`config.mk`:
```
export PLATFORM = sky130hd
export DESIGN_NAME = nmr_sram_arb
export DESIGN_NICKNAME = d
export VERILOG_FILES = /design/src/rtl/nmr_bstrm_pkg.sv /design/src/rtl/nmr_sram_rd_tag.sv /design/src/rtl/nmr_sram_arb.sv
export SDC_FILE = /design/constraint.sdc
export NUM_CORES = 1
export LEC_CHECK = 0
export BUFFER_PORTS_ARGS = -buffer_cell sky130_fd_sc_hd__buf_2
export CELL_PAD_IN_SITES_DETAIL_PLACEMENT = 1
export CELL_PAD_IN_SITES_GLOBAL_PLACEMENT = 1
export CORE_AREA = 4 4 223 225
export CTS_CLUSTER_SIZE = 20
export DETAILED_ROUTE_END_ITERATION = 6
export DIE_AREA = 0 0 227 229
export PLACE_DENSITY = 0.51
export SETUP_SLACK_MARGIN = 0.2
export SLEW_MARGIN = 10
export SYNTH_ARGS = -nofsm -noshare
export SYNTH_HDL_FRONTEND = slang
export SYNTH_HIERARCHICAL = 1
export SYNTH_SLANG_ARGS = --single-unit
```
`constraint.sdc`:
```
create_clock -name CLK -period 3 [get_ports CLK]
set_clock_uncertainty 0.05 [all_clocks]
set_input_delay 0.15 -clock CLK [delete_from_list [all_inputs] [get_ports CLK]]
set_output_delay 0.15 -clock CLK [all_outputs]
set_load 0.005 [all_outputs]
```
`src/rtl/nmr_bstrm_pkg.sv`:
```
// Shared definitions for the NMR bitstream path: read owner, word field
// positions and default widths.
package nmr_bstrm_pkg;

  typedef enum logic {
    OWN_HOST = 1'b0,
    OWN_ENG  = 1'b1
  } owner_e;

  // One in-flight read: whether the slot holds a read and who issued it.
  typedef struct packed {
    logic   vld;
    owner_e own;
  } rd_tag_t;

  localparam int EOS_BIT      = 127;
  localparam int LOOP_STA_BIT = 126;
  localparam int LOOP_STO_BIT = 125;
  localparam int PATTERN_BIT  = 124;
  localparam int ALL1_BIT     = 123;
  localparam int ALL0_BIT     = 122;
  localparam int DATA_MSB     = 119;
  localparam int DATA_LSB     = 0;

  localparam int DEF_ADDR_WIDTH   = 8;
  localparam int DEF_DAT_WIDTH    = 128;
  localparam int DEF_BYTEEN_WIDTH = 16;
  localparam int DEF_RD_LAT       = 2;

  // Control flags of a sequence word, EOS in the MSB.
  function automatic logic [5:0] word_flags(input logic [DEF_DAT_WIDTH-1:0] w);
    return w[EOS_BIT:ALL0_BIT];
  endfunction

  function automatic logic [DATA_MSB:DATA_LSB] word_data(input logic [DEF_DAT_WIDTH-1:0] w);
    return w[DATA_MSB:DATA_LSB];
  endfunction

endpackage

```
`src/rtl/nmr_sram_rd_tag.sv`:
```
// Read-return tracker: an RD_LAT-deep shift register of {valid, owner} tags
// loaded from the registered SRAM command, steering read-valid to the issuer.
module nmr_sram_rd_tag
  import nmr_bstrm_pkg::*;
#(
  parameter int RD_LAT = DEF_RD_LAT
) (
  input  logic   clk,
  input  logic   rst_n,
  input  logic   push_vld,
  input  owner_e push_own,
  output logic   h_rd_vld,
  output logic   e_rd_vld
);

  rd_tag_t tag_q [RD_LAT];

  // Stage 0 is loaded one edge after the chip-select cycle, so the last
  // stage lines up with the cycle the SRAM presents its data.
  always_ff @(posedge clk or negedge rst_n) begin
    if (!rst_n) begin
      for (int i = 0; i < RD_LAT; i++) begin
        tag_q[i] <= '{vld: 1'b0, own: OWN_HOST};
      end
    end else begin
      tag_q[0] <= '{vld: push_vld, own: push_own};
      for (int i = 1; i < RD_LAT; i++) begin
        tag_q[i] <= tag_q[i-1];
      end
    end
  end

  assign h_rd_vld = tag_q[RD_LAT-1].vld & (tag_q[RD_LAT-1].own == OWN_HOST);
  assign e_rd_vld = tag_q[RD_LAT-1].vld & (tag_q[RD_LAT-1].own == OWN_ENG);

endmodule

```
`src/rtl/nmr_sram_arb.sv`:
```
// Single-port arbiter between the host loader and the NMR bitstream engine
// for the bitstream SRAM; one registered access per cycle.
module nmr_sram_arb
  import nmr_bstrm_pkg::*;
#(
  parameter int SRAM_ADDR_WIDTH   = DEF_ADDR_WIDTH,
  parameter int SRAM_DAT_WIDTH    = DEF_DAT_WIDTH,
  parameter int SRAM_BYTEEN_WIDTH = DEF_BYTEEN_WIDTH,
  parameter int RD_LAT            = DEF_RD_LAT
) (
  input  logic                         CLK,
  input  logic                         RST_N,
  input  logic                         LOCK,
  input  logic                         H_REQ,
  input  logic                         H_WR,
  input  logic [SRAM_ADDR_WIDTH-1:0]   H_ADDR,
  input  logic [SRAM_DAT_WIDTH-1:0]    H_WR_DAT,
  input  logic [SRAM_BYTEEN_WIDTH-1:0] H_BYTEEN,
  output logic                         H_GNT,
  output logic                         H_RD_VLD,
  output logic                         H_BLOCKED,
  input  logic                         E_REQ,
  input  logic [SRAM_ADDR_WIDTH-1:0]   E_ADDR,
  output logic                         E_GNT,
  output logic                         E_RD_VLD,
  output logic [SRAM_DAT_WIDTH-1:0]    RD_DAT,
  output logic [SRAM_ADDR_WIDTH-1:0]   SRAM_ADDR,
  output logic                         SRAM_CS,
  output logic                         SRAM_CLKEN,
  output logic                         SRAM_WR,
  output logic [SRAM_DAT_WIDTH-1:0]    SRAM_WR_DAT,
  output logic [SRAM_BYTEEN_WIDTH-1:0] SRAM_BYTEEN,
  input  logic [SRAM_DAT_WIDTH-1:0]    SRAM_RD_DAT
);

  owner_e last_grant;
  logic   e_elig;
  logic   h_elig;
  logic   sel_eng;
  logic   sel_host;

  // Handshake: a requester holds REQ with a stable command until it sees GNT
  // for one cycle; the GNT=1 term below keeps that held request from being
  // issued twice, so it must drop REQ or present the next command next edge.
  assign e_elig   = E_REQ & ~E_GNT;
  assign h_elig   = H_REQ & ~H_GNT & ~LOCK;
  assign sel_eng  = e_elig & (~h_elig | (last_grant == OWN_HOST));
  assign sel_host = h_elig & ~sel_eng;

  always_ff @(posedge CLK or negedge RST_N) begin
    if (!RST_N) begin
      H_GNT       <= 1'b0;
      E_GNT       <= 1'b0;
      H_BLOCKED   <= 1'b0;
      SRAM_ADDR   <= '0;
      SRAM_CS     <= 1'b0;
      SRAM_CLKEN  <= 1'b0;
      SRAM_WR     <= 1'b0;
      SRAM_WR_DAT <= '0;
      SRAM_BYTEEN <= '1;
      last_grant  <= OWN_HOST;
    end else begin
      SRAM_CLKEN <= 1'b1;
      H_BLOCKED  <= H_REQ & LOCK;
      H_GNT      <= sel_host;
      E_GNT      <= sel_eng;
      SRAM_CS    <= sel_eng | sel_host;
      // Idle cycles leave address, data and byte enables untouched.
      if (sel_eng) begin
        SRAM_ADDR   <= E_ADDR;
        SRAM_WR     <= 1'b0;
        SRAM_BYTEEN <= '1;
        last_grant  <= OWN_ENG;
      end else if (sel_host) begin
        SRAM_ADDR   <= H_ADDR;
        SRAM_WR     <= H_WR;
        SRAM_WR_DAT <= H_WR_DAT;
        SRAM_BYTEEN <= H_BYTEEN;
        last_grant  <= OWN_HOST;
      end else begin
        SRAM_WR <= 1'b0;
      end
    end
  end

  nmr_sram_rd_tag #(
    .RD_LAT (RD_LAT)
  ) u_rd_tag (
    .clk      (CLK),
    .rst_n    (RST_N),
    .push_vld (SRAM_CS & ~SRAM_WR),
    .push_own (E_GNT ? OWN_ENG : OWN_HOST),
    .h_rd_vld (H_RD_VLD),
    .e_rd_vld (E_RD_VLD)
  );

  assign RD_DAT = SRAM_RD_DAT;

  a_one_grant : assert property (@(posedge CLK) disable iff (!RST_N)
    !(H_GNT && E_GNT));
  a_cs_matches_gnt : assert property (@(posedge CLK) disable iff (!RST_N)
    SRAM_CS == (H_GNT || E_GNT));
  a_eng_read_only : assert property (@(posedge CLK) disable iff (!RST_N)
    E_GNT |-> (!SRAM_WR && (SRAM_BYTEEN == '1)));

endmodule

```
==> results of run 1 <==
## sequential cells by signal (all words and copies together) (netlist names)
name,cells
SRAM_CS,1
SRAM_BYTEEN,16
SRAM_CLKEN,1
SRAM_WR_DAT,128
E_GNT,1
SRAM_ADDR,8
H_BLOCKED,1
H_GNT,1
u_rd_tag/tag_q,4
SRAM_WR,1
last_grant,1
## cell type report
class                      instances  area [um2]
fill                            5391       36800
clock buffer                      20         457
multi-input combinational        207        1920
clock inverter                    12        96.3
tap                              615         769
inverter                           1        3.75
timing repair buffer             498        3390
sequential                       163        4100
## metal layers
layer / global-route usage [%] / vias to the layer above / routed length (um)
met5: 0.474 / - / 0
met4: 4.35 / 0 / 592
met3: 4.32 / 37 / 2420
met2: 15.2 / 293 / 11700
met1: 9.06 / 2617 / 8980
li1: - / 2388 / -
## timing repair
action,in CTS,in global routing
hold buffers,164,0
setup buffers,0,0
endpoints found under the hold margin,243,0
## synth_stat cells (all sizes together)
cell type,number
or3b,1
nor3b,2
nand3,32
nor2,1
and3,8
dfstp,16
nand2,1
buf,147
and2,3
a221o,8
dfrtp,147
a21o,2
mux2,128
o21ai,16
nand2b,1
nor2b,2
clkbuf,5
and2b,1
conb,1
inv,1
## final timing paths
check,slack [ns],start,end
setup / recovery,0.50,E_GNT,SRAM_ADDR[3]
hold / removal,0.11,E_REQ,last_grant
setup reg to reg,0.50,E_GNT,SRAM_ADDR[3]
hold reg to reg,0.30,u_rd_tag/tag_q[2],u_rd_tag/tag_q[0]
max in group asynchronous,1.95,RST_N,SRAM_BYTEEN[7]
min in group asynchronous,0.15,RST_N,SRAM_WR_DAT[86]
## metrics by stage
step           worst slack, ns  hold slack, ns  util (%)  power (mW)
4_1_cts                  0.497          0.0373      22.6        7.02
3_5_place_dp             0.926          0.0780      18.0        4.59
5_1_grt                  0.366          0.0791      22.6        7.27
6_report                 0.499           0.107      22.6        6.83
2_1_floorplan             1.14          -0.196         -        3.79
3_3_place_gp             0.977          0.0780      18.0        4.54
## cell families (layout without fill, tap and decap cells)
kind of cell	after synthesis	count (layout)	share of synthesized area [%]
buffers and inverters	153	531	16.7
other	1	1	0.0519
and+or+nand+nor	52	52	4.17
DFF	163	163	56.7
muxes	128	128	20.0
AOI/OAI and AO/OA	26	26	2.42
## power by group
group          switching (mW)  total [mW]  leakage (nW)  internal [mW]
clock network            1.01        2.12         0.266           1.12
logic                   0.726        1.66          2.78          0.938
registers               0.264        3.04          1.90           2.78
## critical path, cell delays in order (launching register included)
cell	delay, ns
dfrtp_1	0.44
nand2b_1	0.13
buf_4	0.29
a21o_1	0.12
buf_4	0.25
inv_2	0.15
a221o_1	0.38
dlygate4sd3_1	0.57
==> impl_metrics.env, run 1 <==
export IMPL_outcome="complete, no violations"
export IMPL_cts_tree="done"
export IMPL_synth_seq_cells=163
export IMPL_dieArea_mm2=0.0520
export IMPL_syn_avg_cell_area_um2=13.8
export IMPL_grt_pass1_wl_um=35000
export IMPL_vias=5335
export IMPL_grt_antenna_before_repair=0
export IMPL_synth_largest_area_cell="dfrtp_1"
export IMPL_yosys_top_cells_area="dfrtp_1, mux2_1, buf_4"
export IMPL_drc=0
export IMPL_clk_path_buf_depth=2
export IMPL_start_util_pct=15.2
export IMPL_hold_viol_final=0
export IMPL_insertion_delay_ns=0.47
export IMPL_wire_per_inst_um=15.6
export IMPL_seq_area_frac_synth_pct=56.7
export IMPL_cts_buffers=17
export IMPL_r2r_cells=7
export IMPL_layout_min_cycle_time_ns=2.50
export IMPL_ys_warn_count=6
export IMPL_crit_type="register to register"
export IMPL_yosysUniqueCellTypes=27
export IMPL_cts_resized=0
export IMPL_clkTransAtPathRegs_ns=0.07
export IMPL_critPathArrivalTime_ns=2.80
export IMPL_layout_nets=1182
export IMPL_slew_headroom_pct=64.7
export IMPL_htree_levels=4
export IMPL_fin_crit_sh_pct=83.4
export IMPL_drt_iter0_markers=150
export IMPL_syn_nets=817
export IMPL_postSynthCellCount=523
export IMPL_end_kind="register"
export IMPL_numPortBuffers=325
export IMPL_grt_max_degree=83
export IMPL_core_area_mm2=0.0475
export IMPL_start_kind="register"
export IMPL_wl_um=23700
export IMPL_ios=582
export IMPL_antennaDiodeCount=0
export IMPL_cts_root_buf="clkbuf_16"
export IMPL_stdcell_area_mm2=0.0107
export IMPL_drive_gt1_share_pct=42.8
export IMPL_mostFrequentLayoutCell="buf_2"
export IMPL_die_w_um=227
export IMPL_drt_vias_per_instance=3.52
export IMPL_ir_worst_vdd_mv=0.283
export IMPL_final_cell_mix="buf_2, dlygate4sd3_1, dfrtp_1, mux2_1, nand3_1"
export IMPL_place_congestion=0.687
export IMPL_fp_dieH_um=229
export IMPL_ant_nets=0
export IMPL_grt_ovfl_total=0
export IMPL_cts_sinks=163
export IMPL_leakage_nw=4.95
export IMPL_placed_cell_area_mm2=0.00854
export IMPL_layout_cells_non_filler=1516
export IMPL_netlist_area_mm2=0.00722
export IMPL_synth_top_area_share_pct=50.9
export IMPL_maxCapViolCount=0
export IMPL_cp_max_fo=26
export IMPL_syn_to_final_growth_pct=48.6
export IMPL_slew_viol_final=0
export IMPL_drt_pass1_iterations=4
export IMPL_cellPowerDensity_mw_per_mm2=636
export IMPL_whs_path_depth=3
export IMPL_fmax_mhz=400
export IMPL_dp_cells=1320
export IMPL_rsz0062_at_grt="false"
export IMPL_hp_class="primary input to register"
export IMPL_grt_usage_pct=8.90
export IMPL_worst_pin_slew_ns=0.530
export IMPL_grt_pass1_vias=5963
export IMPL_setup_tns_ns=0
export IMPL_finalSetupViolCount=0
export IMPL_crit_required_ns=3.30
export IMPL_rows=80
export IMPL_hpwl_um=16200
Note: power is estimated with default switching activity, not from simulation.
==> inputs of run 2 (changes only) <==
CORE_AREA = 4 4 221 223   (was 4 4 223 225)
DIE_AREA = 0 0 225 227   (was 0 0 227 229)
PLACE_DENSITY = 0.52   (was 0.51)
clock period = 2.5 ns   (was 3 ns; I/O delays follow)
==> impl_metrics.env, run 2 (synthesized netlist as in run 1, its figures left out) <==
export IMPL_outcome="complete, no violations"
export IMPL_wire_per_inst_um=15.8
export IMPL_final_cell_mix="buf_2, dlygate4sd3_1, dfrtp_1, mux2_1, nand3_1"
export IMPL_maxCapViolCount=0
export IMPL_finalPower_mw=8.37
export IMPL_hpwl_um=16600
export IMPL_vias=5340
export IMPL_layout_cells_non_filler=1517
export IMPL_fin_crit_sh_pct=81.3
export IMPL_mostFrequentLayoutCell="buf_2"
export IMPL_grt_max_degree=75
export IMPL_cp_max_fo=74
export IMPL_clk_path_buf_depth=2
export IMPL_slew_headroom_pct=54.0
export IMPL_post_cts_setup_buffers=0
export IMPL_drc=0
export IMPL_insertion_delay_ns=0.47
export IMPL_place_congestion=0.703
export IMPL_grt_antenna_before_repair=0
export IMPL_worst_pin_slew_ns=0.690
export IMPL_intPower_mw=5.94
export IMPL_cts_sinks=163
export IMPL_cellPowerDensity_mw_per_mm2=773
export IMPL_layout_min_cycle_time_ns=2.03
export IMPL_fp_dieH_um=227
export IMPL_drt_iter0_markers=162
export IMPL_slew_viol_final=0
export IMPL_holdWs_ns=0.200
export IMPL_leakage_nw=5.01
export IMPL_ir_worst_vdd_mv=0.488
export IMPL_p_comb_share_pct=23.6
export IMPL_rsz0062_at_grt="false"
export IMPL_dp_cells=1320
export IMPL_fmax_mhz=492
export IMPL_setup_tns_ns=0
export IMPL_ios=582
export IMPL_netSwitchingFraction_pct=29.1
export IMPL_drive_gt1_share_pct=43.4
export IMPL_syn_to_final_growth_pct=49.9
export IMPL_cts_tree="done"
export IMPL_grt_usage_pct=9.29
export IMPL_grt_ovfl_total=0
export IMPL_drt_pass1_iterations=4
export IMPL_switching_power_mw=2.43
export IMPL_finalSetupViolCount=0
export IMPL_htree_levels=4
export IMPL_start_kind="register"
export IMPL_hp_class="primary input to primary output"
export IMPL_placed_cell_area_mm2=0.00858
export IMPL_critPathArrivalTime_ns=2.33
export IMPL_crit_required_ns=2.80
export IMPL_p_clk_share_pct=32.6
export IMPL_hold_viol_final=0
export IMPL_seqPwrFrac_pct=43.8
export IMPL_stdcell_area_mm2=0.0108
export IMPL_largest_reg_flops=128
export IMPL_end_kind="register"
export IMPL_grt_pass1_wl_um=35600
export IMPL_wl_um=23900
export IMPL_dieArea_mm2=0.0511
export IMPL_top_register="SRAM_WR_DAT"
export IMPL_cts_root_buf="clkbuf_16"
export IMPL_clkTransAtPathRegs_ns=0.07
export IMPL_start_util_pct=15.5
export IMPL_drt_vias_per_instance=3.52
export IMPL_grt_pass1_vias=6046
export IMPL_numPortBuffers=325
export IMPL_reg_top3="SRAM_WR_DAT: 128 flops, SRAM_BYTEEN: 16 flops, SRAM_ADDR: 8 flops"
export IMPL_antennaDiodeCount=0
export IMPL_ant_nets=0
export IMPL_core_area_mm2=0.0466
export IMPL_crit_type="register to register"
export IMPL_die_w_um=225
export IMPL_rows=79
export IMPL_layout_nets=1191
export IMPL_cts_buffers=17
run 2: cell types whose count changed in the layout (fill, tap and decap cells not counted), sizes merged:
cell	delta
buf	+8
bufinv	+2
clkbuf	-3
clkinv	+1
clkinvlp	-2
dlygate4sd3	+1
inv	+2
run 2: worst max-delay path, cell delays in order (launching register included):
cell	delay (ns)
dfrtp_1	0.40
or3b_1	0.44
nor2_4	0.19
buf_12	0.31
mux2_1	0.37
run 2: layout make-up:
type	count	area, um2
Timing Repair Buffer	507	3450
Multi-Input combinational cell	207	1920
Sequential cell	163	4100
Fill cell	5307	35700
Clock inverter	15	170
Inverter	1	3.75
Clock buffer	17	425
Tap cell	607	759
run 2: path summary, 6_finish.rpt:
path	from	to	slack, ns	cells past startpoint
setup / recovery	H_GNT	SRAM_WR_DAT[95]	0.47	4
hold / removal	SRAM_RD_DAT[108]	RD_DAT[108]	0.20	0
setup reg to reg	H_GNT	SRAM_WR_DAT[95]	0.47	4
hold reg to reg	u_rd_tag/tag_q[3]	u_rd_tag/tag_q[1]	0.31	0
max in group asynchronous	RST_N	SRAM_BYTEEN[1]	1.42	3
min in group asynchronous	RST_N	SRAM_WR_DAT[75]	0.24	2
run 2: layer usage:
layer / wire length (um) / part of all wire, % / track usage [%] / vias up
met5: 0 / 0 / 0 / -
met4: 571 / 2.4 / 4.70 / 0
met3: 2410 / 10 / 4.66 / 38
met2: 11700 / 49 / 15.4 / 282
met1: 9190 / 38 / 9.84 / 2614
li1: - / - / - / 2406
run 2: power groups by stage:
stage,registers (mW),logic (mW),clock network (mW)
2_1_floorplan,3.73,0.820,0
5_1_grt,3.75,2.19,2.96
6_report,3.67,1.97,2.73
4_1_cts,3.67,2.03,2.91
3_5_place_dp,3.71,1.82,0
3_3_place_gp,3.69,1.78,0
run 2: metrics by stage:
| step | worst slack, ns | util [%] |
|---|---|---|
| 2_1_floorplan | 0.645 | - |
| 3_3_place_gp | 0.511 | 18.4 |
| 3_5_place_dp | 0.485 | 18.4 |
| 4_1_cts | 0.469 | 23.3 |
| 5_1_grt | 0.388 | 23.3 |
| 6_report | 0.469 | 23.3 |
run 2: timing repair:
item / CTS / global route
hold endpoints to repair: 209 / 0
resized for setup: 0 / 0
hold buffers: 165 / 0
